File: src/rtl/game_pkg.sv
// Shared game constants and the vertical-motion state encoding.
package game_pkg;

    localparam int unsigned COORD_W = 9;
    localparam int unsigned CALC_W  = COORD_W + 1;
    localparam int unsigned VEL_W   = 5;
    localparam int unsigned CHAR_H  = 16;

    typedef enum logic [1:0] {
        ST_GROUNDED = 2'b00,
        ST_RISING   = 2'b01,
        ST_FALLING  = 2'b10,
        ST_UNUSED   = 2'b11
    } state_e;

endpackage

File: src/rtl/char_jump_ctrl.sv
// Vertical-motion controller for the 16x16 player character: rise/fall state
// machine advancing once per frame tick, producing the absolute top-edge Y.
module char_jump_ctrl
    import game_pkg::*;
#(
    parameter logic [COORD_W-1:0] INIT_Y     = 9'd184,
    parameter logic [VEL_W-1:0]   JUMP_V0    = 5'd6,
    parameter logic [VEL_W-1:0]   SPRING_V0  = 5'd10,
    parameter logic [VEL_W-1:0]   MAX_FALL_V = 5'd8
) (
    input  logic               sys_clk,
    input  logic               sys_rst_n,
    input  logic               tick,
    input  logic               spring_jump,
    input  logic               btn_jump,
    input  logic [COORD_W-1:0] floor_Y,
    output logic [COORD_W-1:0] char_Y,
    output logic [VEL_W-1:0]   vel,
    output logic [1:0]         state,
    output logic               airborne,
    output logic               jump_ack
);

    state_e               state_q, state_d;
    logic [COORD_W-1:0]   y_q, y_d;
    logic [VEL_W-1:0]     vel_q, vel_d;
    logic                 air_q;
    logic                 ack_q, ack_d;

    logic [CALC_W-1:0]    y_ext, vel_ext, floor_ext;
    logic [CALC_W-1:0]    fall_inc;
    logic [VEL_W-1:0]     fall_v;
    logic [COORD_W-1:0]   land_y;

    assign char_Y   = y_q;
    assign vel      = vel_q;
    assign state    = state_q;
    assign airborne = air_q;
    assign jump_ack = ack_q;

    // Shared 10-bit operands: candidate fall speed and snapped landing Y.
    always_comb begin
        y_ext     = CALC_W'(y_q);
        vel_ext   = CALC_W'(vel_q);
        floor_ext = CALC_W'(floor_Y);
        // The unused encoding behaves as FALLING from rest.
        fall_inc  = (state_q == ST_FALLING) ? vel_ext + CALC_W'(1) : CALC_W'(1);
        fall_v    = (fall_inc > CALC_W'(MAX_FALL_V)) ? MAX_FALL_V : VEL_W'(fall_inc);
        land_y    = (floor_ext >= CALC_W'(CHAR_H)) ?
                    COORD_W'(floor_ext - CALC_W'(CHAR_H)) : '0;
    end

    // Next-state and next-value logic; everything holds between ticks.
    always_comb begin
        state_d = state_q;
        y_d     = y_q;
        vel_d   = vel_q;
        ack_d   = 1'b0;
        if (tick) begin
            case (state_q)
                ST_GROUNDED: begin
                    if (spring_jump) begin
                        vel_d   = SPRING_V0;
                        state_d = ST_RISING;
                        ack_d   = 1'b1;
                    end else if (btn_jump) begin
                        vel_d   = JUMP_V0;
                        state_d = ST_RISING;
                        ack_d   = 1'b1;
                    end else if (y_ext + CALC_W'(CHAR_H) < floor_ext) begin
                        vel_d   = '0;
                        state_d = ST_FALLING;
                    end
                end
                ST_RISING: begin
                    if (y_ext < vel_ext || vel_q == '0) begin
                        // Head hit the top of the screen (or nothing left to rise).
                        y_d     = (y_ext < vel_ext) ? '0 : y_q;
                        vel_d   = '0;
                        state_d = ST_FALLING;
                    end else begin
                        y_d   = COORD_W'(y_ext - vel_ext);
                        vel_d = vel_q - VEL_W'(1);
                        if (vel_q == VEL_W'(1)) begin
                            state_d = ST_FALLING;
                        end
                    end
                end
                default: begin
                    if (y_ext + CALC_W'(CHAR_H) + CALC_W'(fall_v) >= floor_ext) begin
                        y_d     = land_y;
                        vel_d   = '0;
                        state_d = ST_GROUNDED;
                    end else begin
                        y_d     = COORD_W'(y_ext + CALC_W'(fall_v));
                        vel_d   = fall_v;
                        state_d = ST_FALLING;
                    end
                end
            endcase
        end
    end

    // State, position and velocity registers.
    always_ff @(posedge sys_clk or negedge sys_rst_n) begin
        if (!sys_rst_n) begin
            state_q <= ST_GROUNDED;
            y_q     <= INIT_Y;
            vel_q   <= '0;
            air_q   <= 1'b0;
            ack_q   <= 1'b0;
        end else begin
            state_q <= state_d;
            y_q     <= y_d;
            vel_q   <= vel_d;
            air_q   <= (state_d != ST_GROUNDED);
            ack_q   <= ack_d;
        end
    end

endmodule

File: config.mk
export PLATFORM = sky130hd
export DESIGN_NAME = char_jump_ctrl
export DESIGN_NICKNAME = d
export VERILOG_FILES = /design/src/rtl/game_pkg.sv /design/src/rtl/char_jump_ctrl.sv
export SDC_FILE = /design/constraint.sdc
export NUM_CORES = 1
export LEC_CHECK = 0
export CAP_MARGIN = 20
export CORE_MARGIN = 5
export CORE_UTILIZATION = 45
export CTS_BUF_LIST = sky130_fd_sc_hd__clkbuf_8
export CTS_CLUSTER_SIZE = 16
export DETAILED_ROUTE_END_ITERATION = 6
export GPL_TIMING_DRIVEN = 0
export PLACE_DENSITY = 0.73
export SLEW_MARGIN = 20
export SYNTH_ARGS = -nofsm -noshare
export SYNTH_HDL_FRONTEND = slang
export SYNTH_SLANG_ARGS = --single-unit
File: constraint.sdc
create_clock -name sys_clk -period 5.69 [get_ports sys_clk]
set_input_delay 0.8535 -clock sys_clk [delete_from_list [all_inputs] [get_ports sys_clk]]
set_output_delay 0.8535 -clock sys_clk [all_outputs]
set_load 0.01 [all_outputs]
=== Word level (Yosys, flattened, before mapping) ===
Index checks and enable logic that the tools add are counted.

* Bits in registers: 18
* Bits in latches: 0
* RAM bits: 0
* ROM bits: 0
* Input port bits: 14
* Output and inout bits: 18
* Memories kept: 0

* $add $sub $neg: 7
* Multiply operators: 0
* Div/mod/pow operators: 0
* Magnitude comparators: 5
* Equal/unequal tests: 5
* Shift-type cells: 0
* Multiplexer cells: 25
* Bitwise gates (word level): 1
* Reductions and logical operators: 6

{| class="wikitable"
|+ Operator list
! kind !! number
|-
| $mux W9 || 4
|-
| $mux W5 || 6
|-
| $pmux W9 S2 || 1
|-
| $mux W2 || 7
|-
| $add A10 B5 Y10 || 1
|-
| $add A9 B5 Y10 const B || 1
|-
| $ge A10 B9 Y1 || 1
|-
| $lt A10 B9 Y1 || 1
|-
| $pmux W5 S2 || 1
|-
| $add A9 B5 Y9 || 1
|-
| $ge A9 B5 Y1 const B || 1
|-
| $lt A9 B5 Y1 || 1
|-
| $sub A9 B5 Y9 || 1
|-
| $sub A9 B5 Y9 const B || 1
|-
| $add A5 B1 Y6 const B || 1
|-
| $gt A6 B4 Y1 const B || 1
|-
| $mux W6 || 1
|-
| $eq A5 B1 Y1 const B || 1
|-
| $logic_not A5 Y1 || 1
|-
| $sub A5 B1 Y5 const B || 1
|-
| $mux W1 || 4
|-
| $ne A4 B4 Y1 const B || 1
|-
| $pmux W2 S2 || 1
|-
| $ne A3 B3 Y1 const B || 1
|-
| other kinds (8) || 8
|}

=== Longest topological paths before layout ===
* Word-level depth: 10
* Gate-level depth with buffers: 21

=== Worst setup path after synthesis ===
No wires, ideal clock.

* Path kind: register to register
* Start: reg vel_q[0], in the netlist vel[0]
* End: reg y_q[2], in the netlist char_Y[2]
* Arrival time: 4.044 ns
* Data required time: 5.563 ns
* Path slack: 1.519 ns
* Stages on the path, launching flop included: 20
* Path buffers: 0
* Period minus slack after synthesis: 4.171 ns
* Cell sequence: dfrtp_1 > ha_1 > nor2b_1 > mux2i_1 > nor2_1 > nand3_1 > fa_1 > nor2b_1 > o21ai_0 > a21oi_1 > o21ai_0 > nor2_1 > xor2_1 > ha_1 > nand3_1 > nor3_1 > nor4_1 > o211ai_2 > mux2i_1 > o32a_2

* Cells in the longest elaborated chain, start to end: 8

{| class="wikitable"
|+ RTL lines
! item !! RTL line !! RTL
|-
| start, declared || char_jump_ctrl.sv:26 || <nowiki>logic [VEL_W-1:0] vel_q, vel_d;</nowiki>
|-
| start signal, assigned || char_jump_ctrl.sv:115 || <nowiki>vel_q <= vel_d;</nowiki>
|-
| $add A5 B1 Y6 || char_jump_ctrl.sv:47 || <nowiki>fall_inc = (state_q == ST_FALLING) ? vel_ext + CALC_W'(1) : CALC_W'(1);</nowiki>
|-
| $mux W6 || char_jump_ctrl.sv:47 ||
|-
| $gt A6 B4 Y1 || char_jump_ctrl.sv:48 || <nowiki>fall_v = (fall_inc > CALC_W'(MAX_FALL_V)) ? MAX_FALL_V : VEL_W'(fall_inc);</nowiki>
|-
| $mux W5 || char_jump_ctrl.sv:48 ||
|-
| $add A10 B5 Y10 || char_jump_ctrl.sv:90 || <nowiki>if (y_ext + CALC_W'(CHAR_H) + CALC_W'(fall_v) >= floor_ext) begin</nowiki>
|-
| $ge A10 B9 Y1 || char_jump_ctrl.sv:90 ||
|-
| $mux W9 || char_jump_ctrl.sv:90 ||
|-
| $pmux W9 S2 || char_jump_ctrl.sv:60 || <nowiki>case (state_q)</nowiki>
|-
| end signal, assigned || char_jump_ctrl.sv:114 || <nowiki>y_q <= y_d;</nowiki>
|-
| end, declared || char_jump_ctrl.sv:25 || <nowiki>logic [COORD_W-1:0] y_q, y_d;</nowiki>
|}

Parallel ways exist; a longest one is shown, timed or not.
A chain may end at the register's enable or synchronous reset.

=== Worst setup path in the final report ===
Ends and elaborated chain as after synthesis.

==> run_results.csv <==
group,metric,value,unit
outcome,status,"finished clean",
critical_path,startpoint,"vel[0]$_DFFE_PN0P_",
critical_path,cpMostUsedCell,"ha_1",
drt,routedWlPerCell,16.5,µm
synth,yosysSeqAreaShare,18.5,%
power,combPwrFrac,80.4,%
drt,final_antenna_net_count,0,
critical_path,crit_type,"flop to flop",
grt,grt_pass1_wl,11.2,mm
layout,drive_above_1_share,6.32,%
synth,yosysMostFrequentCell,"ha_1",
sta,setup_viol,0,
die,rows,27,
placed_design,place_congestion,0.932,
critical_path,path_max_fanout,9,
die,core,5410,µm²
synth,synth_edf_count,0,
critical_path,reg2reg_from,"vel[0]$_DFFE_PN0P_",
critical_path,reg2reg_depth,19,
sta,rsz0062_at_grt,"false",
critical_path,r2r_slack,0.56,ns
synth,yosys_most_used_dff,"dfrtp_1",
clocking,tritoncts,"built",
power,power_density,667,nW/µm²
power,ir_worst_vdd,251,µV
sta,tightestPinTransition,0.808,ns
min_path,hold_path.class,"flop to flop",
layout,insertedDiodeCount,0,
grt,first_global_vias,2334,
die,start_util,45.6,%
synth,yosysTopAreaCell,"ha_1",
sta,min_period,5.13,ns
critical_path,r2r_end,"char_Y[2]$_DFFE_PN0P_",
synth,ys_top_cells_by_count,"ha_1 (34), nor2_1 (27), inv_1 (26)",
clocking,cts_hold_buffers,0,
drt,dr_total_vias,2536,
sta,fmax,195,MHz
critical_path,cp_slowest_cell,"o31ai_1",
min_path,hold_start,"char_Y[3]$_DFFE_PN1P_",
layout,fill_cells,551,
grt,antenna_found_initial,0,
critical_path,critPathBufInv,1,
power,p_seq_share,14.2,%
drt,drc,0,
sta,fin_crit_sh,90.2,%
clocking,cts.sinks,18,
grt,track_usage,19.1,%
placed_design,dpl.hpwl,5.64,mm
clocking,cts-root-buf,"clkbuf_8",
critical_path,cp.required,5.83,ns
layout,area_growth,18.6,%
power,p_clk_share,5.4,%
sta,finalHoldViolCount,0,
drt,viasPerCell,6.04,
synth,postSynthAreaPerCell,7.90,µm²
synth,syn_area,2470,µm²
sta,fin_setup_tns,0,ns
clocking,cts_made_buffers,3,
power,p_int,0.000932,W
die,die_x,84.0,µm
clocking,clkLatencyLatePin,0.25,ns
synth,synth_cells,312,
min_path,hold_path_depth,2,
critical_path,slowest_delay,0.61,ns
die,dieArea,7060,µm²
critical_path,setup.worst_path.start_class,"flop",
job,maxCapViolCount,0,
placed_design,dpl_cell_area,2870,µm²
clocking,post_cts_buffers,0,
critical_path,cp_top_family,"compound AO/OA/AOI/OAI gates",
clocking,post_cts_resized,0,
layout,fin_area,2930,µm²
clocking,clkSlewWorstSetupHoldPaths,0.07,ns
drt,firstDrtPassIters,4,
synth,synthDistinctLibCells,61,
clocking,clk_path_buf_depth,2,
synth,synthTopCellsByArea,"ha_1 (17%), dfrtp_1 (14%), o21ai_0 (5.1%), dfstp_2 (4.3%), nor2_1 (4.1%)",
power,sw_frac_of_total,52.2,%
power,switching_power,0.00102,W
drt,dr.first_iter.drc_count,222,
critical_path,cp-end-kind,"flop",
die,die_h,84.0,µm
grt,grt_overflow,0,
clocking,htree_num_levels,1,
min_path,hold-path-endpoint,"char_Y[3]$_DFFE_PN1P_",
drt,routed_wl,6.94,mm
sta,relSlewSlack,45.9,%
synth,yosysTopAreaCellShare,17.3,%
critical_path,path_cells,"ha_1 > nor2b_1 > mux2i_1 > nor2_1 > nand3_1 > inv_1 > ha_1 > a21oi_1 > nor2_1 > o31ai_1 > a21oi_1 > xor2_1 > ha_1 > nand3_1 > nor3_1 > nor4_1 > o211ai_2 > mux2i_1 > o32a_2",
grt,grt_max_degree,19,
power,power.leakage,1.26,nW
synth,synth.ff_latch_count,18,
synth,synth-async-reset-ratio,100,%
layout,nNetsFinal,399,
sta,fin_skew,0.00309,ns
sta,final_max_slew_viol_count,0,
critical_path,worst_ep_arrival_time,5.27,ns
placed_design,port_buffers,31,
synth,yosysWarnings,0,
die,io_pins,32,
-- through the flow --
| stage | setup slack (ns) | hold slack, ns | cells | total power (W) | util (%) |
|---|---|---|---|---|---|
| final | 0.560 | 0.550 | 420 | 0.00195 | 54.1 |
| after global routing | 0.137 | 0.570 | 420 | 0.00214 | 54.1 |
| after CTS | 0.647 | 0.554 | 420 | 0.00193 | 54.1 |
| after detailed placement | 0.685 | 0.543 | 416 | 0.00182 | 53.1 |
| after global placement | 0.843 | 0.540 | 416 | 0.00178 | 53.1 |
| after floorplan | 1.52 | 0.528 | 313 | 0.00137 | - |
-- worst max path at each step --
stage / end / slack [ns] / cells past startpoint
after floorplan: char_Y[2]$_DFFE_PN0P_ / 1.52 / 19
after global placement: char_Y[2]$_DFFE_PN0P_ / 0.84 / 19
after detailed placement: char_Y[2]$_DFFE_PN0P_ / 0.69 / 19
after CTS: char_Y[2]$_DFFE_PN0P_ / 0.65 / 19
after global routing: char_Y[6]$_DFFE_PN0P_ / 0.14 / 19
final: char_Y[2]$_DFFE_PN0P_ / 0.56 / 19
-- cells in the final DEF, fill, tap and decap left out, types with 3 or more instances in the layout --
cell type,count
nor2_1,27
dfrtp_1,14
a211oi_1,6
o2111ai_1,4
nand3_1,13
nand2b_1,4
inv_1,26
nor4_1,4
a21o_1,4
nor3_1,11
o21ai_0,25
or3_1,4
o21a_1,6
xnor2_1,9
and2_1,4
a31oi_1,7
nor2b_1,4
clkdlybuf4s50_1,31
or2_2,3
and3_1,3
clkbuf_1,6
xor2_1,7
nand2_1,14
mux2i_1,3
clkbuf_8,4
ha_1,34
dfstp_2,4
o31ai_1,5
a21oi_1,18
-- sequential cells by signal, summed over array words and instances (netlist names) --
signal and cells:
airborne 1, char_Y 9, jump_ack 1, state 2
vel 5
-- cell families after synthesis --
group | Yosys count | synth area share [%]
buffers and inverters | 36 | 6.19
xor gates and xnor gates | 16 | 5.68
and+or+nand+nor | 98 | 19.9
adders and majority gates | 36 | 18.9
other | 1 | 0.152
AOI/OAI and AO/OA | 103 | 29.0
DFF | 18 | 18.5
muxes | 4 | 1.67
-- layout make-up --
cell class,count,area (µm²),share of cell area (%)
multi-input cells,259,1860,63.6
flip-flops and latches,18,455,15.6
repair buffers,31,310,10.6
inverters,26,97.6,3.34
well taps,72,90.1,3.08
clock buffers,4,55.1,1.88
plain buffers,10,55.1,1.88
-- worst min-delay path: stages, from the launching register on --
cell and delay [ns]:
dfstp_2 0.41, nor2_1 0.10, a31oi_1 0.04
-- metal layers --
metal | routed length, µm | GRT usage [%]
met1 | 3130 | 27.2
met2 | 3220 | 30.2
met3 | 407 | 2.37
met4 | 187 | 5.41
met5 | 0 | 0
-- power groups by stage --
stage                     registers (W)  logic (W)  clock network, W
after floorplan                0.000287    0.00108                 0
after global placement         0.000278    0.00150                 0
after detailed placement       0.000279    0.00154                 0
after CTS                      0.000278    0.00155          0.000108
after global routing           0.000289    0.00173          0.000115
final                          0.000277    0.00157          0.000104
Note: power is estimated with default switching activity, not from simulation.
